**config.mk**
```make
export PLATFORM = sky130hd
export DESIGN_NAME = smartbing_lid_ctrl_flat
export DESIGN_NICKNAME = d
export VERILOG_FILES = /design/src/rtl/smartbing_lid_ctrl_if.sv /design/src/rtl/smartbing_lid_ctrl.sv /design/src/flat_wrapper.sv
export SDC_FILE = /design/constraint.sdc
export NUM_CORES = 1
export LEC_CHECK = 0
export CORE_AREA = 2 2 101 103
export DETAILED_ROUTE_END_ITERATION = 7
export DIE_AREA = 0 0 103 105
export SYNTH_ARGS = -nofsm -noshare
export SYNTH_HDL_FRONTEND = slang
export SYNTH_SLANG_ARGS = --single-unit
```
**constraint.sdc**
```tcl
create_clock -name clk -period 3.1 [get_ports clk]
set_input_delay 0.93 -clock clk [delete_from_list [all_inputs] [get_ports clk]]
set_output_delay 0.93 -clock clk [all_outputs]
set_load 0.02 [all_outputs]
```
**src/rtl/smartbing_lid_ctrl_if.sv**
```systemverilog
// rtl/smartbing_lid_ctrl_if.sv - sensor/actuator pin bundle for the lid controller
// Ports (signals):
//   sense_user, lim_open, lim_closed, fill_lo, fill_hi : raw asynchronous sensor pins
//   motor_open, motor_close                            : lid motor drive
//   full_lo, full_hi, alarm                            : indicators
//   state[2:0]                                         : debug view of the FSM state
// Modports: master = board/environment side, slave = controller side.
interface smartbing_lid_ctrl_if;
  logic       sense_user;
  logic       lim_open;
  logic       lim_closed;
  logic       fill_lo;
  logic       fill_hi;
  logic       motor_open;
  logic       motor_close;
  logic       full_lo;
  logic       full_hi;
  logic       alarm;
  logic [2:0] state;

  modport master (
    output sense_user, lim_open, lim_closed, fill_lo, fill_hi,
    input  motor_open, motor_close, full_lo, full_hi, alarm, state
  );

  modport slave (
    input  sense_user, lim_open, lim_closed, fill_lo, fill_hi,
    output motor_open, motor_close, full_lo, full_hi, alarm, state
  );
endinterface

```
**src/rtl/smartbing_lid_ctrl.sv**
```systemverilog
// rtl/smartbing_lid_ctrl.sv - SmartBing lid sequencing controller
// Ports:
//   clk   : system clock
//   rst_n : asynchronous active-low reset
//   io    : smartbing_lid_ctrl_if.slave (sensor inputs, motor/indicator/state outputs)
// Parameters: DEB_CYC debounce length, HOLD_CYC open dwell, TIMEOUT_CYC motion
// limit, ALARM_CYC full-bin alarm length.
module smartbing_lid_ctrl #(
  parameter int DEB_CYC     = 4,
  parameter int HOLD_CYC    = 1000,
  parameter int TIMEOUT_CYC = 2000,
  parameter int ALARM_CYC   = 500
) (
  input  logic               clk,
  input  logic               rst_n,
  smartbing_lid_ctrl_if.slave io
);

  typedef enum logic [2:0] {
    IDLE    = 3'd0,
    OPENING = 3'd1,
    HOLD    = 3'd2,
    CLOSING = 3'd3,
    DENY    = 3'd4,
    FAULT   = 3'd5
  } state_t;

  localparam logic [7:0]  DEB_Q    = 8'(DEB_CYC);
  localparam logic [15:0] HOLD_Q   = 16'(HOLD_CYC);
  localparam logic [15:0] TMO_LAST = 16'(TIMEOUT_CYC - 1);
  localparam logic [15:0] ALARM_Q  = 16'(ALARM_CYC);

  // Two-flop synchronisers; bit 1 is the synchronised value.
  logic [1:0] user_sync;
  logic [1:0] lopen_sync;
  logic [1:0] lclosed_sync;
  logic [1:0] flo_sync;
  logic [1:0] fhi_sync;

  logic s_user;
  logic s_lopen;
  logic s_lclosed;

  logic [7:0]  deb_cnt;
  logic        req;

  state_t      st;
  state_t      nxt_st;
  logic [15:0] tmo_cnt;
  logic [15:0] hold_cnt;
  logic [15:0] alarm_cnt;
  logic [15:0] nxt_tmo;
  logic [15:0] nxt_hold;
  logic [15:0] nxt_alarm;

  logic motor_open_q;
  logic motor_close_q;
  logic alarm_q;
  logic full_lo_q;
  logic full_hi_q;

  always_ff @(posedge clk or negedge rst_n) begin
    if (!rst_n) begin
      user_sync    <= 2'b00;
      lopen_sync   <= 2'b00;
      lclosed_sync <= 2'b00;
      flo_sync     <= 2'b00;
      fhi_sync     <= 2'b00;
    end else begin
      user_sync    <= {user_sync[0],    io.sense_user};
      lopen_sync   <= {lopen_sync[0],   io.lim_open};
      lclosed_sync <= {lclosed_sync[0], io.lim_closed};
      flo_sync     <= {flo_sync[0],     io.fill_lo};
      fhi_sync     <= {fhi_sync[0],     io.fill_hi};
    end
  end

  assign s_user    = user_sync[1];
  assign s_lopen   = lopen_sync[1];
  assign s_lclosed = lclosed_sync[1];

  // Debounce: saturating run-length of synchronised highs. Holding the
  // sensor keeps the counter parked at DEB_CYC, so req stays high.
  always_ff @(posedge clk or negedge rst_n) begin
    if (!rst_n) begin
      deb_cnt <= 8'd0;
    end else if (!s_user) begin
      deb_cnt <= 8'd0;
    end else if (deb_cnt != DEB_Q) begin
      deb_cnt <= deb_cnt + 8'd1;
    end
  end

  assign req = (deb_cnt == DEB_Q);

  // Next-state and counter update. Conflicting limit switches beat
  // everything, then timeout, then limit switches, then req.
  always_comb begin
    nxt_st    = st;
    nxt_tmo   = tmo_cnt;
    nxt_hold  = hold_cnt;
    nxt_alarm = alarm_cnt;
    if (st != FAULT && s_lopen && s_lclosed) begin
      nxt_st = FAULT;
    end else begin
      case (st)
        IDLE: begin
          if (req && full_hi_q) begin
            nxt_st    = DENY;
            nxt_alarm = ALARM_Q;
          end else if (req) begin
            nxt_st  = OPENING;
            nxt_tmo = 16'd0;
          end
        end
        OPENING: begin
          if (tmo_cnt == TMO_LAST) begin
            nxt_st = FAULT;
          end else if (s_lopen) begin
            nxt_st   = HOLD;
            nxt_hold = HOLD_Q;
          end else begin
            nxt_tmo = tmo_cnt + 16'd1;
          end
        end
        HOLD: begin
          if (req) begin
            nxt_hold = HOLD_Q;
          end else if (hold_cnt == 16'd0) begin
            nxt_st  = CLOSING;
            nxt_tmo = 16'd0;
          end else begin
            nxt_hold = hold_cnt - 16'd1;
          end
        end
        CLOSING: begin
          if (tmo_cnt == TMO_LAST) begin
            nxt_st = FAULT;
          end else if (s_lclosed) begin
            nxt_st = IDLE;
          end else if (req) begin
            // Someone is at the bin while it closes: reverse.
            nxt_st  = OPENING;
            nxt_tmo = 16'd0;
          end else begin
            nxt_tmo = tmo_cnt + 16'd1;
          end
        end
        DENY: begin
          // Leaving on the count of 1 gives exactly ALARM_CYC alarm cycles.
          if (alarm_cnt <= 16'd1) begin
            nxt_st    = IDLE;
            nxt_alarm = 16'd0;
          end else begin
            nxt_alarm = alarm_cnt - 16'd1;
          end
        end
        FAULT: begin
          nxt_st = FAULT;
        end
        default: begin
          nxt_st = IDLE;
        end
      endcase
    end
  end

  // State register with Moore outputs decoded from the next state, so the
  // outputs flip on the same edge as the state.
  always_ff @(posedge clk or negedge rst_n) begin
    if (!rst_n) begin
      st            <= IDLE;
      tmo_cnt       <= 16'd0;
      hold_cnt      <= 16'd0;
      alarm_cnt     <= 16'd0;
      motor_open_q  <= 1'b0;
      motor_close_q <= 1'b0;
      alarm_q       <= 1'b0;
      full_lo_q     <= 1'b0;
      full_hi_q     <= 1'b0;
    end else begin
      st            <= nxt_st;
      tmo_cnt       <= nxt_tmo;
      hold_cnt      <= nxt_hold;
      alarm_cnt     <= nxt_alarm;
      motor_open_q  <= (nxt_st == OPENING);
      motor_close_q <= (nxt_st == CLOSING);
      alarm_q       <= (nxt_st == DENY) || (nxt_st == FAULT);
      full_lo_q     <= flo_sync[1];
      full_hi_q     <= fhi_sync[1];
    end
  end

  assign io.motor_open  = motor_open_q;
  assign io.motor_close = motor_close_q;
  assign io.alarm       = alarm_q;
  assign io.full_lo     = full_lo_q;
  assign io.full_hi     = full_hi_q;
  assign io.state       = st;

endmodule

```
**src/flat_wrapper.sv**
```systemverilog
// flat-port wrapper written by rule: the top's interface ports become plain ports
module smartbing_lid_ctrl_flat 
#(
  parameter int DEB_CYC     = 4,
  parameter int HOLD_CYC    = 1000,
  parameter int TIMEOUT_CYC = 2000,
  parameter int ALARM_CYC   = 500
)
  (clk, rst_n, io_sense_user, io_lim_open, io_lim_closed, io_fill_lo, io_fill_hi, io_motor_open, io_motor_close, io_full_lo, io_full_hi, io_alarm, io_state);
  smartbing_lid_ctrl_if io_i ();
  input  logic clk;
  input  logic rst_n;
  input wire logic [$bits(io_i.sense_user)-1:0] io_sense_user;
  input wire logic [$bits(io_i.lim_open)-1:0] io_lim_open;
  input wire logic [$bits(io_i.lim_closed)-1:0] io_lim_closed;
  input wire logic [$bits(io_i.fill_lo)-1:0] io_fill_lo;
  input wire logic [$bits(io_i.fill_hi)-1:0] io_fill_hi;
  output wire logic [$bits(io_i.motor_open)-1:0] io_motor_open;
  output wire logic [$bits(io_i.motor_close)-1:0] io_motor_close;
  output wire logic [$bits(io_i.full_lo)-1:0] io_full_lo;
  output wire logic [$bits(io_i.full_hi)-1:0] io_full_hi;
  output wire logic [$bits(io_i.alarm)-1:0] io_alarm;
  output wire logic [$bits(io_i.state)-1:0] io_state;
  assign io_i.sense_user = io_sense_user;
  assign io_i.lim_open = io_lim_open;
  assign io_i.lim_closed = io_lim_closed;
  assign io_i.fill_lo = io_fill_lo;
  assign io_i.fill_hi = io_fill_hi;
  assign io_motor_open = io_i.motor_open;
  assign io_motor_close = io_i.motor_close;
  assign io_full_lo = io_i.full_lo;
  assign io_full_hi = io_i.full_hi;
  assign io_alarm = io_i.alarm;
  assign io_state = io_i.state;
  smartbing_lid_ctrl #(.DEB_CYC(DEB_CYC), .HOLD_CYC(HOLD_CYC), .TIMEOUT_CYC(TIMEOUT_CYC), .ALARM_CYC(ALARM_CYC)) u_core (.clk(clk), .rst_n(rst_n), .io(io_i));
endmodule
```
==> summary.txt <==
Clocking
  • Clk slew on worst S/H paths: 0.08 ns
  • Clock Tree Buf Depth: 2
  • CTS Buf Count: 9
  • Later-pin clock latency in the skew report: 0.34 ns
  • CTS tree: yes
  • Root Buffer: clkbuf_8
  • CTS Sinks: 74
  • Post-CTS Hold Buffers: 0
  • Post_cts resized: 0
  • Post-CTS setup buffers: 0
  • Depth of the CTS H-tree: 3

Placement
  • Placement Cell Area: 4063 um2
  • Dpl hpwl: 5307 um
  • Placer Congestion: 0.7854
  • Setup Slack @ Placement: 0.5273 ns
  • # port buffers: 14

Timing
  • Endpoints failing setup: 0
  • Fmax: 0.3877 GHz
  • Clock Skews: 0.01026 ns
  • Share of the clock period used by the worst path: 0.8321
  • Setup slack after layout: 0.5204 ns
  • Pins Over Slew Limit: 0
  • Fin crit period: 2.580 ns
  • Final hold vios: 0
  • Unrepaired setup endpoints after global routing: false
  • Slew @ Worst Pin: 0.6486 ns
  • Rel. slew slack: 0.5676
  • Setup TNS: 0 ns

Synthesis
  • Synthesized-area fraction occupied by and/or/nand/nor cells: 0.2629
  • Synth Area in Adders: 0.01979
  • Mapped Cells: 410
  • Mean Syn Cell Area: 9.253 um2
  • Sequential fraction of the synthesis area: 0.4881
  • Syn_nets: 423
  • Post-synthesis mux area share: 0
  • Top FF cell, synth: dfrtp_1
  • Mapped Area: 3794 um2
  • Post-synthesis compound-gate area fraction: 0.1791
  • Flops & latches, synth: 74
  • Combinational family with the most area after synthesis: simple AND/OR/NAND/NOR gates
  • FFs w/ async S/R, synth: 1.000
  • EDFF count, synth: 0
  • Synth unique cells: 54
  • Synth warn: 0
  • Xor/xnor share of the synthesized area: 0.02078

Worst setup path
  • Critical Path AT: 1.65 ns
  • Cell Chain, Critical Path: clkdlybuf4s50_1
  • Crit path buffers/inverters: 1
  • R2r worst-path depth: 8
  • CP Data Required Time: 2.17 ns
  • Crit path max fanout: 12
  • Worst path depth: 1
  • CP delay by family, top: buffers and inverters
  • Setup crit start kind: register
  • Crit path capture type: output pin
  • Max incr delay on CP: 0.70 ns
  • CP max-delay cell: clkdlybuf4s50_1
  • Crit Path Class: register to output pin

Global routing
  • First-pass GRT wire length: 13940 um
  • GRT overflow: 0
  • Largest net degree at the start of global routing: 75
  • Initial antenna violation count: 0
  • Number of global-route vias before repair: 2946
  • Global-route usage over all layers: 0.1580

Detailed routing
  • Metal-1 WL: 4105 um
  • DR iter-0 viols: 136
  • DR vias: 3016
  • Post-DRT Antenna Nets: 0
  • Number of remaining DRC errors: 0
  • Detail-routed net length per standard cell: 13.98 um
  • Uppermost layer routed: met4
  • Total Wirelength: 7855 um
  • Met3 wire length: 231 um
  • Drt via density: 5.367
  • Drt pass-1 iters: 4
  • Met2 WL: 3432 um

Flow run
  • Max-cap violations: 0

Floorplanning
  • Die width: 103 um
  • Io pins: 15
  • Initial Util: 0.3936
  • Chip height: 105 um
  • Die area: 10820 um2
  • Placement Rows: 36
  • Core area: 9639 um2

Cells and area
  • # fillers: 939
  • Commonest non-fill, non-tap cell in the layout: dfrtp_1
  • Fin util: 0.4452
  • Share of layout cells above drive strength 1: 0.07925
  • Area Overhead vs Synth: 13.13%
  • # nets final: 437
  • Antenna cells: 0
  • Final Cell Area: 4292 um2
  • Most frequent cells in the layout: 74 x dfrtp_1, 47 x nand2_1, 36 x o21ai_0

Power
  • Pwr dens: 649.1 nW/um2
  • Total leakage power: 1.753 nW
  • Worst VDD drop: 0.3176 mV
  • Final Power: 2.786 mW

Status
  • Outcome: completed

Hold path
  • Hold path depth: 0
  • HP Class: register to register
==> synth_stat cells, types with 4 or more instances <==
cell | number | area, um2
nand3_1 | 23 | 115.1
nor2_1 | 29 | 108.9
nand2b_1 | 11 | 68.82
and3_1 | 8 | 50.05
xnor2_1 | 6 | 52.55
clkbuf_1 | 9 | 33.78
ha_1 | 6 | 75.07
a21oi_1 | 28 | 140.1
nand4_1 | 6 | 37.54
nor4_1 | 4 | 25.02
and2_1 | 13 | 81.33
o31ai_1 | 12 | 90.09
nor3_1 | 13 | 65.06
inv_1 | 11 | 41.29
dfrtp_1 | 74 | 1852
nand2_1 | 47 | 176.4
o21ai_1 | 8 | 40.04
a31oi_1 | 9 | 56.30
o21ai_0 | 36 | 180.2
==> power breakdown <==
group	switching [mW]	total, mW	internal, mW	leakage [nW]
Combinational	0.445	0.732	0.287	0.702
Sequential	0.126	1.19	1.06	0.934
Clock	0.366	0.864	0.498	0.117
Total	0.938	2.79	1.85	1.75
==> flip-flops by register name, indices dropped and copies added (netlist names) <==
register / flops
u_core.io.state: 3
u_core.user_sync: 2
u_core.hold_cnt: 16
u_core.deb_cnt: 8
u_core.io.motor_close: 1
u_core.fhi_sync: 2
u_core.io.motor_open: 1
u_core.io.full_hi: 1
u_core.lopen_sync: 2
u_core.lclosed_sync: 2
u_core.alarm_cnt: 16
u_core.io.full_lo: 1
u_core.io.alarm: 1
u_core.flo_sync: 2
u_core.tmo_cnt: 16
==> metrics by stage <==
step	hold slack, ns	instances
finish	0.3514	562
global route	0.3548	562
CTS	0.3516	562
detailed placement	0.3347	546
global placement	0.3311	546
floorplan	0.3312	410
==> kinds of logic (layout without fill, tap and decap cells) <==
group	Yosys count	count (layout)
flops	74	74
xor+xnor	9	9
fa+ha+maj	6	6
buf+inv	25	44
simple gates	184	184
compound gates	112	112
==> routing by layer <==
metal	global-route usage	vias to the layer above
li1	-	1504
met1	0.2430	1450
met2	0.2282	54
met3	0.02408	8
met4	0.04605	0
met5	0	-
==> layout make-up <==
type	count	area, um2	share of cell area
Timing Repair Buffer	17	172.7	0.04023
Inverter	11	41.29	0.009621
Clock buffer	12	155.1	0.03615
Sequential cell	74	1852	0.4315
Clock inverter	4	73.82	0.01720
Tap cell	133	166.4	0.03878
Multi-Input combinational cell	311	1831	0.4265
==> worst paths after layout <==
path / to / from / slack (ns)
max: io_state[2] / u_core.io.state[2] / 0.52
min: u_core.user_sync[1] / u_core.user_sync[0] / 0.35
max reg2reg: u_core.tmo_cnt[5] / u_core.deb_cnt[0] / 0.54
min reg2reg: u_core.user_sync[1] / u_core.user_sync[0] / 0.35
max in group asynchronous: u_core.alarm_cnt[5] / rst_n / 2.17
min in group asynchronous: u_core.hold_cnt[1] / rst_n / 0.57
(Power assumes the default switching activity.)
